**src/rtl/acorn_ctrl128_if.sv**
```systemverilog
// Bundle between the ACORN-128 phase sequencer and its neighbours (host, state update, keystream).
// Latency: none, wires only.
// Backpressure: din_valid/din_ready per bit; ACORN_CTRL_DECRYPT_EN adds the dec input.
interface acorn_ctrl128_if #(parameter int LEN_W = 16);
  logic             start;
  logic [127:0]     key;
  logic [127:0]     iv;
  logic [LEN_W-1:0] ad_len;
  logic [LEN_W-1:0] msg_len;
  logic             din_valid;
  logic             din_bit;
  logic             din_ready;
  logic             ks_in;
  logic             step_en;
  logic             ca;
  logic             cb;
  logic             mbit;
  logic             dout_valid;
  logic             dout_bit;
  logic             busy;
  logic             done;
  logic [127:0]     tag;
`ifdef ACORN_CTRL_DECRYPT_EN
  logic             dec;

  modport master (
    output start, key, iv, ad_len, msg_len, din_valid, din_bit, ks_in, dec,
    input  din_ready, step_en, ca, cb, mbit, dout_valid, dout_bit, busy, done, tag
  );
  modport slave (
    input  start, key, iv, ad_len, msg_len, din_valid, din_bit, ks_in, dec,
    output din_ready, step_en, ca, cb, mbit, dout_valid, dout_bit, busy, done, tag
  );
`else
  modport master (
    output start, key, iv, ad_len, msg_len, din_valid, din_bit, ks_in,
    input  din_ready, step_en, ca, cb, mbit, dout_valid, dout_bit, busy, done, tag
  );
  modport slave (
    input  start, key, iv, ad_len, msg_len, din_valid, din_bit, ks_in,
    output din_ready, step_en, ca, cb, mbit, dout_valid, dout_bit, busy, done, tag
  );
`endif
endinterface

```
**src/rtl/acorn_ctrl128.sv**
```systemverilog
// ACORN-128 bit-serial phase sequencer: init, AD, padding, message, finalisation, tag capture.
// Latency: first INIT step the cycle after start; done registered one cycle after the last FIN step.
// Backpressure: AD/MSG advance only on din_valid & din_ready; fixed phases step every cycle.
// Optional decrypt mode under macro ACORN_CTRL_DECRYPT_EN (adds latched dec input).
module acorn_ctrl128 #(
  parameter int LEN_W = 16
) (
  input logic          clk,
  input logic          rst,
  acorn_ctrl128_if.slave bus
);

  typedef enum logic [2:0] {
    S_IDLE, S_INIT, S_AD, S_ADPAD, S_MSG, S_MSGPAD, S_FIN
  } state_t;

  state_t           r_state;
  state_t           w_next;
  logic [10:0]      r_cnt;      // step counter for the fixed-length phases
  logic [LEN_W-1:0] r_bcnt;     // accepted-bit counter for AD/MSG
  logic [127:0]     r_key;
  logic [127:0]     r_iv;
  logic [127:0]     r_tag;
  logic [LEN_W-1:0] r_ad_len;
  logic [LEN_W-1:0] r_msg_len;
  logic             r_done;
`ifdef ACORN_CTRL_DECRYPT_EN
  logic             r_dec;
`endif

  logic [6:0] w_cnt_lo;
  logic       w_in_data;
  logic       w_hs;
  logic       w_bcnt_last;
  logic       w_ks_bit;
  logic       w_step;
  logic       w_ca;
  logic       w_cb;
  logic       w_mbit;
  logic       w_din_rdy;
  logic       w_dout_vld;
  logic       w_dout_bit;

  assign w_cnt_lo    = r_cnt[6:0];
  assign w_in_data   = (r_state == S_AD) || (r_state == S_MSG);
  assign w_hs        = w_in_data && bus.din_valid;
  assign w_bcnt_last = (r_bcnt + LEN_W'(1)) == ((r_state == S_AD) ? r_ad_len : r_msg_len);
  assign w_ks_bit    = bus.din_bit ^ bus.ks_in;

  // State register; reset aborts any operation straight to IDLE
  always_ff @(posedge clk or posedge rst) begin
    if (rst) r_state <= S_IDLE;
    else     r_state <= w_next;
  end

  // Next-state decode; data phases leave on the edge accepting their final bit
  always_comb begin
    w_next = r_state;
    case (r_state)
      S_IDLE:   if (bus.start) w_next = S_INIT;
      S_INIT:   if (r_cnt == 11'd1791) w_next = (r_ad_len != '0) ? S_AD : S_ADPAD;
      S_AD:     if (w_hs && w_bcnt_last) w_next = S_ADPAD;
      S_ADPAD:  if (r_cnt == 11'd255) w_next = (r_msg_len != '0) ? S_MSG : S_MSGPAD;
      S_MSG:    if (w_hs && w_bcnt_last) w_next = S_MSGPAD;
      S_MSGPAD: if (r_cnt == 11'd255) w_next = S_FIN;
      S_FIN:    if (r_cnt == 11'd767) w_next = S_IDLE;
      default:  w_next = S_IDLE;
    endcase
  end

  // Per-step control decode consumed by the state update on the same edge
  always_comb begin
    w_step     = 1'b0;
    w_ca       = 1'b0;
    w_cb       = 1'b0;
    w_mbit     = 1'b0;
    w_din_rdy  = 1'b0;
    w_dout_vld = 1'b0;
    w_dout_bit = 1'b0;
    case (r_state)
      S_INIT: begin
        w_step = 1'b1;
        w_ca   = 1'b1;
        w_cb   = 1'b1;
        if (r_cnt < 11'd128)       w_mbit = r_key[w_cnt_lo];
        else if (r_cnt < 11'd256)  w_mbit = r_iv[w_cnt_lo];
        else if (r_cnt == 11'd256) w_mbit = ~r_key[0];
        else                       w_mbit = r_key[w_cnt_lo];
      end
      S_AD: begin
        w_din_rdy = 1'b1;
        w_step    = bus.din_valid;
        w_mbit    = bus.din_bit;
        w_ca      = 1'b1;
        w_cb      = 1'b1;
      end
      S_ADPAD: begin
        w_step = 1'b1;
        w_mbit = (r_cnt == 11'd0);
        w_ca   = (r_cnt < 11'd128);
        w_cb   = 1'b1;
      end
      S_MSG: begin
        w_din_rdy  = 1'b1;
        w_step     = bus.din_valid;
`ifdef ACORN_CTRL_DECRYPT_EN
        // decrypting feeds the recovered plaintext back into the state
        w_mbit     = r_dec ? w_ks_bit : bus.din_bit;
`else
        w_mbit     = bus.din_bit;
`endif
        w_ca       = 1'b1;
        w_cb       = 1'b0;
        w_dout_vld = bus.din_valid;
        w_dout_bit = w_ks_bit;
      end
      S_MSGPAD: begin
        w_step = 1'b1;
        w_mbit = (r_cnt == 11'd0);
        w_ca   = (r_cnt < 11'd128);
        w_cb   = 1'b0;
      end
      S_FIN: begin
        w_step = 1'b1;
        w_ca   = 1'b1;
        w_cb   = 1'b1;
      end
      default: ;
    endcase
  end

  // Counters, operand latches, tag capture and the done pulse
  always_ff @(posedge clk or posedge rst) begin
    if (rst) begin
      r_cnt     <= '0;
      r_bcnt    <= '0;
      r_key     <= '0;
      r_iv      <= '0;
      r_tag     <= '0;
      r_ad_len  <= '0;
      r_msg_len <= '0;
      r_done    <= 1'b0;
`ifdef ACORN_CTRL_DECRYPT_EN
      r_dec     <= 1'b0;
`endif
    end else begin
      r_done <= (r_state == S_FIN) && (r_cnt == 11'd767);

      if (w_next != r_state)          r_cnt <= '0;
      else if (w_step && !w_in_data)  r_cnt <= r_cnt + 11'd1;

      if (w_next != r_state) r_bcnt <= '0;
      else if (w_hs)         r_bcnt <= r_bcnt + LEN_W'(1);

      if ((r_state == S_IDLE) && bus.start) begin
        r_key     <= bus.key;
        r_iv      <= bus.iv;
        r_ad_len  <= bus.ad_len;
        r_msg_len <= bus.msg_len;
        r_tag     <= '0;
`ifdef ACORN_CTRL_DECRYPT_EN
        r_dec     <= bus.dec;
`endif
      end

      // last 128 FIN steps: 640 is a multiple of 128, so the low bits index the tag
      if ((r_state == S_FIN) && (r_cnt >= 11'd640)) r_tag[w_cnt_lo] <= bus.ks_in;
    end
  end

  assign bus.step_en    = w_step;
  assign bus.ca         = w_ca;
  assign bus.cb         = w_cb;
  assign bus.mbit       = w_mbit;
  assign bus.din_ready  = w_din_rdy;
  assign bus.dout_valid = w_dout_vld;
  assign bus.dout_bit   = w_dout_bit;
  assign bus.busy       = (r_state != S_IDLE);
  assign bus.done       = r_done;
  assign bus.tag        = r_tag;

endmodule
```
**src/flat_wrapper.sv**
```systemverilog
// flat-port wrapper written by rule: the top's interface ports become plain ports
module acorn_ctrl128_flat 
#(
  parameter int LEN_W = 16
)
  (clk, rst, bus_start, bus_key, bus_iv, bus_ad_len, bus_msg_len, bus_din_valid, bus_din_bit, bus_ks_in, bus_din_ready, bus_step_en, bus_ca, bus_cb, bus_mbit, bus_dout_valid, bus_dout_bit, bus_busy, bus_done, bus_tag);
  acorn_ctrl128_if #(.LEN_W(LEN_W)) bus_i ();
  input logic clk;
  input logic rst;
  input wire logic [$bits(bus_i.start)-1:0] bus_start;
  input wire logic [$bits(bus_i.key)-1:0] bus_key;
  input wire logic [$bits(bus_i.iv)-1:0] bus_iv;
  input wire logic [$bits(bus_i.ad_len)-1:0] bus_ad_len;
  input wire logic [$bits(bus_i.msg_len)-1:0] bus_msg_len;
  input wire logic [$bits(bus_i.din_valid)-1:0] bus_din_valid;
  input wire logic [$bits(bus_i.din_bit)-1:0] bus_din_bit;
  input wire logic [$bits(bus_i.ks_in)-1:0] bus_ks_in;
  output wire logic [$bits(bus_i.din_ready)-1:0] bus_din_ready;
  output wire logic [$bits(bus_i.step_en)-1:0] bus_step_en;
  output wire logic [$bits(bus_i.ca)-1:0] bus_ca;
  output wire logic [$bits(bus_i.cb)-1:0] bus_cb;
  output wire logic [$bits(bus_i.mbit)-1:0] bus_mbit;
  output wire logic [$bits(bus_i.dout_valid)-1:0] bus_dout_valid;
  output wire logic [$bits(bus_i.dout_bit)-1:0] bus_dout_bit;
  output wire logic [$bits(bus_i.busy)-1:0] bus_busy;
  output wire logic [$bits(bus_i.done)-1:0] bus_done;
  output wire logic [$bits(bus_i.tag)-1:0] bus_tag;
  assign bus_i.start = bus_start;
  assign bus_i.key = bus_key;
  assign bus_i.iv = bus_iv;
  assign bus_i.ad_len = bus_ad_len;
  assign bus_i.msg_len = bus_msg_len;
  assign bus_i.din_valid = bus_din_valid;
  assign bus_i.din_bit = bus_din_bit;
  assign bus_i.ks_in = bus_ks_in;
  assign bus_din_ready = bus_i.din_ready;
  assign bus_step_en = bus_i.step_en;
  assign bus_ca = bus_i.ca;
  assign bus_cb = bus_i.cb;
  assign bus_mbit = bus_i.mbit;
  assign bus_dout_valid = bus_i.dout_valid;
  assign bus_dout_bit = bus_i.dout_bit;
  assign bus_busy = bus_i.busy;
  assign bus_done = bus_i.done;
  assign bus_tag = bus_i.tag;
  acorn_ctrl128 #(.LEN_W(LEN_W)) u_core (.clk(clk), .rst(rst), .bus(bus_i));
endmodule
```
**config.mk**
```make
export PLATFORM = sky130hd
export DESIGN_NAME = acorn_ctrl128_flat
export DESIGN_NICKNAME = d
export VERILOG_FILES = /design/src/rtl/acorn_ctrl128_if.sv /design/src/rtl/acorn_ctrl128.sv /design/src/flat_wrapper.sv
export SDC_FILE = /design/constraint.sdc
export NUM_CORES = 1
export LEC_CHECK = 0
export ABC_CLOCK_PERIOD_IN_PS = 16500
export BUFFER_PORTS_ARGS = -buffer_cell sky130_fd_sc_hd__buf_4
export CAP_MARGIN = 20
export CORE_UTILIZATION = 57
export CTS_BUF_LIST = sky130_fd_sc_hd__clkbuf_4 sky130_fd_sc_hd__clkbuf_8
export DETAILED_ROUTE_END_ITERATION = 12
export PLACE_DENSITY = 0.82
export SYNTH_ARGS = -nofsm -noshare
export SYNTH_HDL_FRONTEND = slang
export SYNTH_SLANG_ARGS = --single-unit
```
**constraint.sdc**
```tcl
create_clock -name clk -period 16.5 [get_ports clk]
set_clock_uncertainty 0.2 [all_clocks]
set_input_delay 1.65 -clock clk [delete_from_list [all_inputs] [get_ports clk]]
set_output_delay 1.65 -clock clk [all_outputs]
set_load 0.01 [all_outputs]
```
# ---- After elaboration in Yosys (flattened, before gate mapping)
# Cells that the tools add are included.
dict set report totals {
  reg_bits 447
  inputBits 294
  output_inout_bits 137
  elab_cells 85
}
dict set report op_classes {
  n_addsub 2
  order_cmp 5
  eq_ne 12
  muxes 34
  bitwise_logic 2
  n_reduce_logical 21
}
# cell n
set op_table {}
lappend op_table {{128-bit two-way mux} 2}
lappend op_table {{128-bit bitwise mux} 1}
lappend op_table {{16-bit two-way mux} 3}
lappend op_table {{16-bit nonzero test} 2}
lappend op_table {{11-bit two-way mux} 2}
lappend op_table {{3-bit two-way mux} 7}
lappend op_table {{3-bit one-hot mux with 7 select lines} 1}
lappend op_table {{16-bit by 1-bit adder with 16-bit output (second input constant)} 1}
lappend op_table {{16-bit equality test} 1}
lappend op_table {{1-bit binary-select mux with 7-bit select} 2}
lappend op_table {{1-bit two-way mux} 12}
lappend op_table {{4-bit OR reduction} 3}
lappend op_table {{11-bit by 1-bit adder with 11-bit output (second input constant)} 1}
lappend op_table {{11-bit by 10-bit equality test with 1-bit output (second input constant)} 1}
lappend op_table {{11-bit equality test (second input constant)} 1}
lappend op_table {{11-bit by 8-bit equality test with 1-bit output (second input constant)} 1}
lappend op_table {{11-bit by 9-bit equality test with 1-bit output (second input constant)} 1}
lappend op_table {{11-bit by 10-bit >= comparator with 1-bit output (second input constant)} 1}
lappend op_table {{11-bit logical NOT} 1}
lappend op_table {{11-bit by 8-bit less-than comparator with 1-bit output (second input constant)} 1}
lappend op_table {{11-bit by 9-bit less-than comparator with 1-bit output (second input constant)} 1}
lappend op_table {{3-bit equality test (second input constant)} 3}
lappend op_table {{7-bit by 8-bit less-than comparator with 1-bit output (second input constant)} 1}
lappend op_table {{1-bit demux with 7-bit select} 1}
lappend op_table {{other kinds (15)} 25}

# ---- Depth between registers and ports, before layout
# Gate-level depths: netlist of run 1.
dict set report logic_depth {
  depth_word 8
  ltp_mapped 13
  depth_no_buf 9
}

# ---- Worst setup path before layout of run 1
# No wires, ideal clock.
dict set report synth_timing {
  path_type {register to output}
  startpoint {reg u_core.r_cnt[0]}
  endpoint {out bus_mbit}
  t_arrival_ps 2666
  setup_slack_ps 11984
  path_stages_with_launch 11
  path_buffers 3
  path_cell_list {dfrtp_1 clkbuf_1 buf_1 buf_1 mux2_2 a221oi_1 a211oi_1 o21ai_0 o211ai_1 o21ai_0 a22oi_1}
}
dict set report synth_via {
  elab_chain_cells 6
}
# element line
set synth_lines {}
lappend synth_lines {{from (decl)} acorn_ctrl128.sv:19} ;# logic [10:0] r_cnt;
lappend synth_lines {{from (signal assigned)} acorn_ctrl128.sv:150} ;# else if (w_step && !w_in_data) r_cnt <= r_cnt + 11'd1;
lappend synth_lines {{1-bit binary-select mux with 7-bit select} {acorn_ctrl128.sv:85, acorn_ctrl128.sv:88}}
lappend synth_lines {{1-bit two-way mux (implied by the code)} {acorn_ctrl128.sv:85, acorn_ctrl128.sv:88}}
lappend synth_lines {{1-bit two-way mux} acorn_ctrl128.sv:87} ;# else if (r_cnt == 11'd256) w_mbit = ~r_key[0];
lappend synth_lines {{1-bit two-way mux} acorn_ctrl128.sv:86} ;# else if (r_cnt < 11'd256) w_mbit = r_iv[w_cnt_lo];
lappend synth_lines {{1-bit two-way mux} acorn_ctrl128.sv:85} ;# if (r_cnt < 11'd128) w_mbit = r_key[w_cnt_lo];
lappend synth_lines {{1-bit one-hot mux with 3 select lines *} acorn_ctrl128.sv:80} ;# case (r_state)
lappend synth_lines {{to (decl)} flat_wrapper.sv:22} ;# output wire logic [$bits(bus_i.mbit)-1:0] bus_mbit;
# Every way passes the cells marked *; elsewhere a longest branch is shown, timed or not. The select of a mux whose other input is x is not followed.

# ---- Worst setup path after layout of run 1
# Same ends and word-level chain as after synthesis.

==> results of run 1 <==
==> path summary, 6_finish.rpt <==
path                                       to  slack [ns]         startpoint
max                                  bus_mbit        9.59    u_core.r_cnt[0]
min                          u_core.r_iv[125]        0.27   u_core.r_iv[125]
max reg2reg                 u_core.r_bcnt[15]       11.77  u_core.r_state[0]
min reg2reg                  u_core.r_iv[125]        0.27   u_core.r_iv[125]
max in group asynchronous  u_core.bus.tag[31]       13.15                rst
min in group asynchronous    u_core.r_key[10]        0.97                rst
==> cell type report <==
cell class	instances	area, um2	area share [%]
well taps	468	586	2.22
inverters	13	56.3	0.214
clock buffers	113	1410	5.36
clock inverters	14	116	0.442
flip-flops and latches	447	11200	42.5
multi-input cells	1830	9450	35.9
repair buffers	453	3520	13.4
==> through the flow <==
stage	hold WS (ns)	power, mW
2_1_floorplan	0.237	2.09
3_3_place_gp	0.252	2.45
3_5_place_dp	0.259	2.48
4_1_cts	0.274	3.49
5_1_grt	0.286	3.67
6_report	0.271	3.52
==> cell families (layout without fill, tap and decap cells) <==
family / count (synthesis) / in the layout
buffers and inverters: 184 / 593
XOR/XNOR: 44 / 44
AO/OA/AOI/OAI: 318 / 318
multiplexers: 67 / 67
flip-flops: 447 / 447
adder cells (fa/ha/maj): 4 / 4
AND/OR/NAND/NOR: 1397 / 1397
==> tightest hold or removal path, stage by stage, from the launching register on <==
cell	delay (ns)
dfrtp_1	0.34
nand2_1	0.05
nand2_1	0.05
==> report_power, final <==
| group | internal [mW] | switching [mW] |
|---|---|---|
| Combinational | 0.373 | 0.639 |
| Clock | 0.562 | 0.452 |
| Sequential | 1.30 | 0.198 |
| Total | 2.23 | 1.29 |
==> placed cells by master, fill, tap and decap left out, types with 6 or more instances in the layout <==
master	Yosys	layout
clkbuf_8	0	90
nor3_2	0	6
mux2_2	32	32
a221o_1	7	7
o21ai_0	29	29
nor2_1	81	80
nor2b_1	17	14
or3_1	6	6
a21oi_1	24	24
nand2_1	1068	1067
nor3_1	18	12
a22o_1	8	8
o211ai_1	136	136
buf_4	1	445
dfrtp_1	447	444
inv_1	11	10
nand4_1	6	6
a221oi_1	48	48
xnor2_1	27	27
mux4_2	11	11
nor4_1	13	13
mux2i_1	23	23
and3_1	13	12
a22oi_1	17	17
clkinv_2	0	7
xor2_1	15	15
nand3_1	146	146
clkbuf_4	0	23
==> per-layer routing <==
layer	track usage [%]	up-vias	wire length, um
li1	-	9041	-
met1	49.2	9825	27300
met2	57.4	1298	33100
met3	7.13	240	6700
met4	20.4	0	3720
met5	0	-	0
==> registers in the layout (all words and copies together) (netlist names) <==
register and flops:
u_core.r_cnt 11, u_core.r_msg_len 16, u_core.r_state 3, u_core.bus.tag 128, u_core.bus.done 1, u_core.r_bcnt 16, u_core.r_iv 128, u_core.r_ad_len 16
u_core.r_key 128
==> flow_summary.json, run 1 <==
{
  "outcome": "completed",
  "coreArea_um2": 36700,
  "seq_area_frac_synth_pct": 52.5,
  "cts_made_buffers": 73,
  "io-pin-count": 431,
  "cts.path.max_buffers": 3,
  "place_inst": 3204,
  "die_area_um2": 38200,
  "startpoint_type": "flop",
  "synthMuxAreaShare_pct": 4.04,
  "finish.utilization_pct": 71.8,
  "cts_tree": "done",
  "synth-main-ff-cell": "dfrtp_1",
  "grt_usage_pct": 37.0,
  "fin_crit_ns": 6.91,
  "post_cts_resized": 0,
  "clk_pin_slew_ns": 0.06,
  "antenna_found_initial": 0,
  "std_cell_rows": 70,
  "start_util_pct": 58.1,
  "p_leak_nw": 13.9,
  "critPathMaxStageDelay_ns": 1.08,
  "routed_wl_mm": 70.8,
  "cp.required_ns": 14.65,
  "placed_cell_area_um2": 24600,
  "place.gp.congestion": 0.905,
  "vias": 20400,
  "crit_arrival_ns": 5.06,
  "yosys.area.top_type": "dfrtp_1",
  "maxSlewHeadroom_pct": 18.6,
  "synthCells": 2461,
  "crit_type": "flop to primary output",
  "grt_pass1_wl_mm": 109,
  "critPathMaxFanout": 63,
  "drive_gt1_share_pct": 22.6,
  "cts_max_level": 3,
  "hold_depth": 2,
  "gr-total-overflow": 0,
  "synth_edf_count": 0,
  "cp_num_buf_inv": 3,
  "clock_latency_ns": 0.63,
  "yosys.area_share.adder_pct": 0.223,
  "ant_nets": 0,
  "setup_tns_ns": 0,
  "max_slew.worst_pin.slew_ns": 1.22,
  "syn_area_per_cell_um2": 8.66,
  "syn_to_final_growth_pct": 23.5,
  "postCtsSetupBuffers": 0,
  "drt_pass1_iterations": 8,
  "drc": 0,
  "finalMaxSlewViolations": 0,
  "synth_most_common_cell": "nand2_1",
  "grt_pass1_vias": 20000,
  "synth_compound_area_share_pct": 11.2,
  "synthTopCellsByCount": "1,068 x nand2_1, 447 x dfrtp_1, 149 x clkbuf_1",
  "cap_violations": 0,
  "endpoint_kind": "primary output",
  "portBuffers": 430,
  "rsz0062_at_grt": "false",
  "clock.fmax_ghz": 0.145,
  "ys_warn_count": 0,
  "place_hpwl_mm": 48.8,
  "synth_xor_area_share_pct": 1.94,
  "dp_slack_ns": 9.95,
  "fin_cells": 3338,
  "synth_top_family_by_area": "simple AND/OR/NAND/NOR gates",
  "fp.dieW_um": 195,
  "diodes": 0,
  "viasPerCell": 6.11,
  "ctsHoldBuffers": 0,
  "netlist_top_cells_area": "dfrtp_1 52%, nand2_1 19%, o211ai_1 4.8%, nand3_1 3.4%, clkbuf_1 2.6%",
  "r2r_cells": 8,
  "synth_top_area_share_pct": 52.5,
  "cp_cell_sequence": "clkinv_1 -> nor3_2 -> buf_6 -> a22oi_1 -> a32o_1 -> a31oi_1 -> o21ai_0 -> o221a_2 -> a22oi_1 -> buf_4",
  "avgRoutedWirePerCell_um": 21.2,
  "die_y_um": 195,
  "slowest_stage": "dfrtp_4",
  "synth_cell_types": 70,
  "fillers": 2782,
  "syn_area_um2": 21300,
  "p_per_area_nw_per_um2": 134,
  "fin_area_um2": 26300,
  "path_depth": 10,
  "setup_viol": 0,
  "post-route-period-util_pct": 41.9,
  "yosys.area_share.simple_pct": 26.7,
  "root_buffer": "clkbuf_8",
  "fin_nets": 3115,
  "hp-class": "flop to flop",
  "ys_ff_latch": 447,
  "cts.sinks": 447,
  "postLayoutSetupSlackWorst_ns": 9.59,
  "hold_viol": 0,
  "synth_fp_nets": 2758,
  "drt_iter0_markers": 2438,
  "cpMostUsedCell": "a22oi_1",
  "async_flop_share_pct": 100,
  "cp_top_family": "compound AO/OA/AOI/OAI gates",
  "vdd_drop_max_uv": 95.1,
  "grt_max_degree": 130
}
No activity file was read; power rests on OpenSTA's default activity.
==> run 2, diff against run 1 <==
--- a/config.mk
+++ b/config.mk
@@ -5,7 +5,7 @@
 export SDC_FILE = /design/constraint.sdc
 export NUM_CORES = 1
 export LEC_CHECK = 0
-export ABC_CLOCK_PERIOD_IN_PS = 16500
+export ABC_CLOCK_PERIOD_IN_PS = 7050
 export BUFFER_PORTS_ARGS = -buffer_cell sky130_fd_sc_hd__buf_4
 export CAP_MARGIN = 20
 export CORE_UTILIZATION = 57
==> constraint.sdc (replaced) <==
create_clock -name clk -period 7.05 [get_ports clk]
set_clock_uncertainty 0.2 [all_clocks]
set_input_delay 0.705 -clock clk [delete_from_list [all_inputs] [get_ports clk]]
set_output_delay 0.705 -clock clk [all_outputs]
set_load 0.01 [all_outputs]
==> flow_summary.json, run 2 (synthesized netlist as in run 1, its figures left out) <==
{
  "outcome": "completed",
  "cts.sinks": 447,
  "clk_pin_slew_ns": 0.07,
  "grt_pass1_vias": 19900,
  "ant_nets": 0,
  "drt_pass1_iterations": 7,
  "fin_crit_ns": 5.55,
  "place_inst": 3205,
  "die_area_um2": 38200,
  "hp-class": "input port to flop",
  "p_leak_nw": 13.8,
  "fin_area_um2": 26300,
  "setup_viol": 0,
  "critPathMaxFanout": 63,
  "avgRoutedWirePerCell_um": 21.4,
  "layout_commonest_cell": "nand2_1",
  "drive_gt1_share_pct": 22.6,
  "cpMostUsedCell": "buf_4",
  "syn_to_final_growth_pct": 23.5,
  "rsz0062_at_grt": "false",
  "cap_violations": 0,
  "clock_latency_ns": 0.63,
  "grt_pass1_wl_mm": 110,
  "cts.path.max_buffers": 3,
  "fin_nets": 3110,
  "diodes": 0,
  "vdd_drop_max_uv": 271,
  "cts_max_level": 3,
  "coreArea_um2": 36700,
  "place_hpwl_mm": 49.4,
  "die_y_um": 195,
  "cts_made_buffers": 72,
  "portBuffers": 430,
  "startpoint_type": "flop",
  "post-route-period-util_pct": 78.7,
  "postLayoutSetupSlackWorst_ns": 1.50,
  "gr-total-overflow": 0,
  "hold_viol": 0,
  "cp.required_ns": 6.14,
  "mostFrequentLayoutCells": "1,067 x nand2_1, 444 x dfrtp_1, 442 x buf_4",
  "slowest_stage": "dfrtp_4",
  "setup_tns_ns": 0,
  "crit_type": "flop to primary output",
  "vias": 20500,
  "io-pin-count": 431,
  "antenna_found_initial": 0,
  "fin_cells": 3338,
  "fp.dieW_um": 195,
  "viasPerCell": 6.15,
  "clock.fmax_ghz": 0.180,
  "cts_tree": "done",
  "std_cell_rows": 70,
  "finalMaxSlewViolations": 0,
  "dp_slack_ns": 2.28,
  "postCtsSetupBuffers": 0,
  "max_slew.worst_pin.slew_ns": 1.40,
  "p_per_area_nw_per_um2": 317,
  "post_cts_resized": 0,
  "place.gp.congestion": 0.936,
  "root_buffer": "clkbuf_8",
  "cp_cell_sequence": "clkinv_1 -> nor3_2 -> buf_4 -> a22o_1 -> a221oi_1 -> o21ai_0 -> a311oi_1 -> o221a_2 -> a22oi_1 -> buf_4",
  "ctsHoldBuffers": 0,
  "critPathMaxStageDelay_ns": 1.08,
  "grt_usage_pct": 37.4,
  "drc": 0,
  "endpoint_kind": "primary output",
  "placed_cell_area_um2": 24700,
  "grt_max_degree": 289,
  "routed_wl_mm": 71.4,
  "drt_iter0_markers": 2630,
  "start_util_pct": 58.1,
  "maxSlewHeadroom_pct": 6.95,
  "crit_arrival_ns": 4.64
}
## run 2: per-stage QoR
step                power (mW)  utilization, %  hold slack, ns
global placement          5.73            67.3           0.251
finish                    8.33            71.7          0.0802
global route              8.65            71.7          0.0683
detailed placement        5.81            67.3           0.257
CTS                       8.25            71.7          0.0647
floorplan                 4.90               -           0.237
## run 2: metal layers
layer / track usage, % / wire length (um) / vias up
met1: 49.3 / 27100 / 9843
met3: 7.44 / 6800 / 292
met4: 21.5 / 4370 / 0
met5: 0 / 0 / -
met2: 58.0 / 33100 / 1355
li1: - / - / 9026
## run 2: final cells by class
cell class	count	area, um2
clock buffer	121	1450
clock inverter	10	136
fill	2762	10400
inverter	13	52.6
multi-input combinational	1830	9450
sequential	447	11200
tap	468	586
timing repair buffer	449	3460
## run 2: path summary, 6_finish.rpt
check | from | endpoint | slack [ns] | cells past startpoint
worst max-delay path | u_core.r_cnt[0] | bus_mbit | 1.50 | 10
worst min-delay path | bus_iv[25] | u_core.r_iv[25] | 0.08 | 3
worst max register to register | u_core.r_state[0] | u_core.r_bcnt[15] | 2.47 | 8
worst min register to register | u_core.r_key[114] | u_core.r_key[114] | 0.27 | 2
max in group asynchronous | rst | u_core.r_key[122] | 4.79 | 5
min in group asynchronous | rst | u_core.r_key[56] | 0.45 | 3
## run 2: report_power, final
part | leakage (nW) | switching [mW] | total, mW | internal [mW]
clock | 0.841 | 1.05 | 2.45 | 1.41
combinational | 7.16 | 1.41 | 2.28 | 0.866
sequential | 5.84 | 0.568 | 3.60 | 3.04
total | 13.8 | 3.02 | 8.33 | 5.31
## run 2: critical path, delay by kind of cell (launching register included)
| kind | cells | cell delay, ns |
|---|---|---|
| buffers and inverters | 3 | 1.38 |
| AND/OR/NAND/NOR | 1 | 0.36 |
| flip-flops | 1 | 1.08 |
| AO/OA/AOI/OAI | 6 | 1.17 |
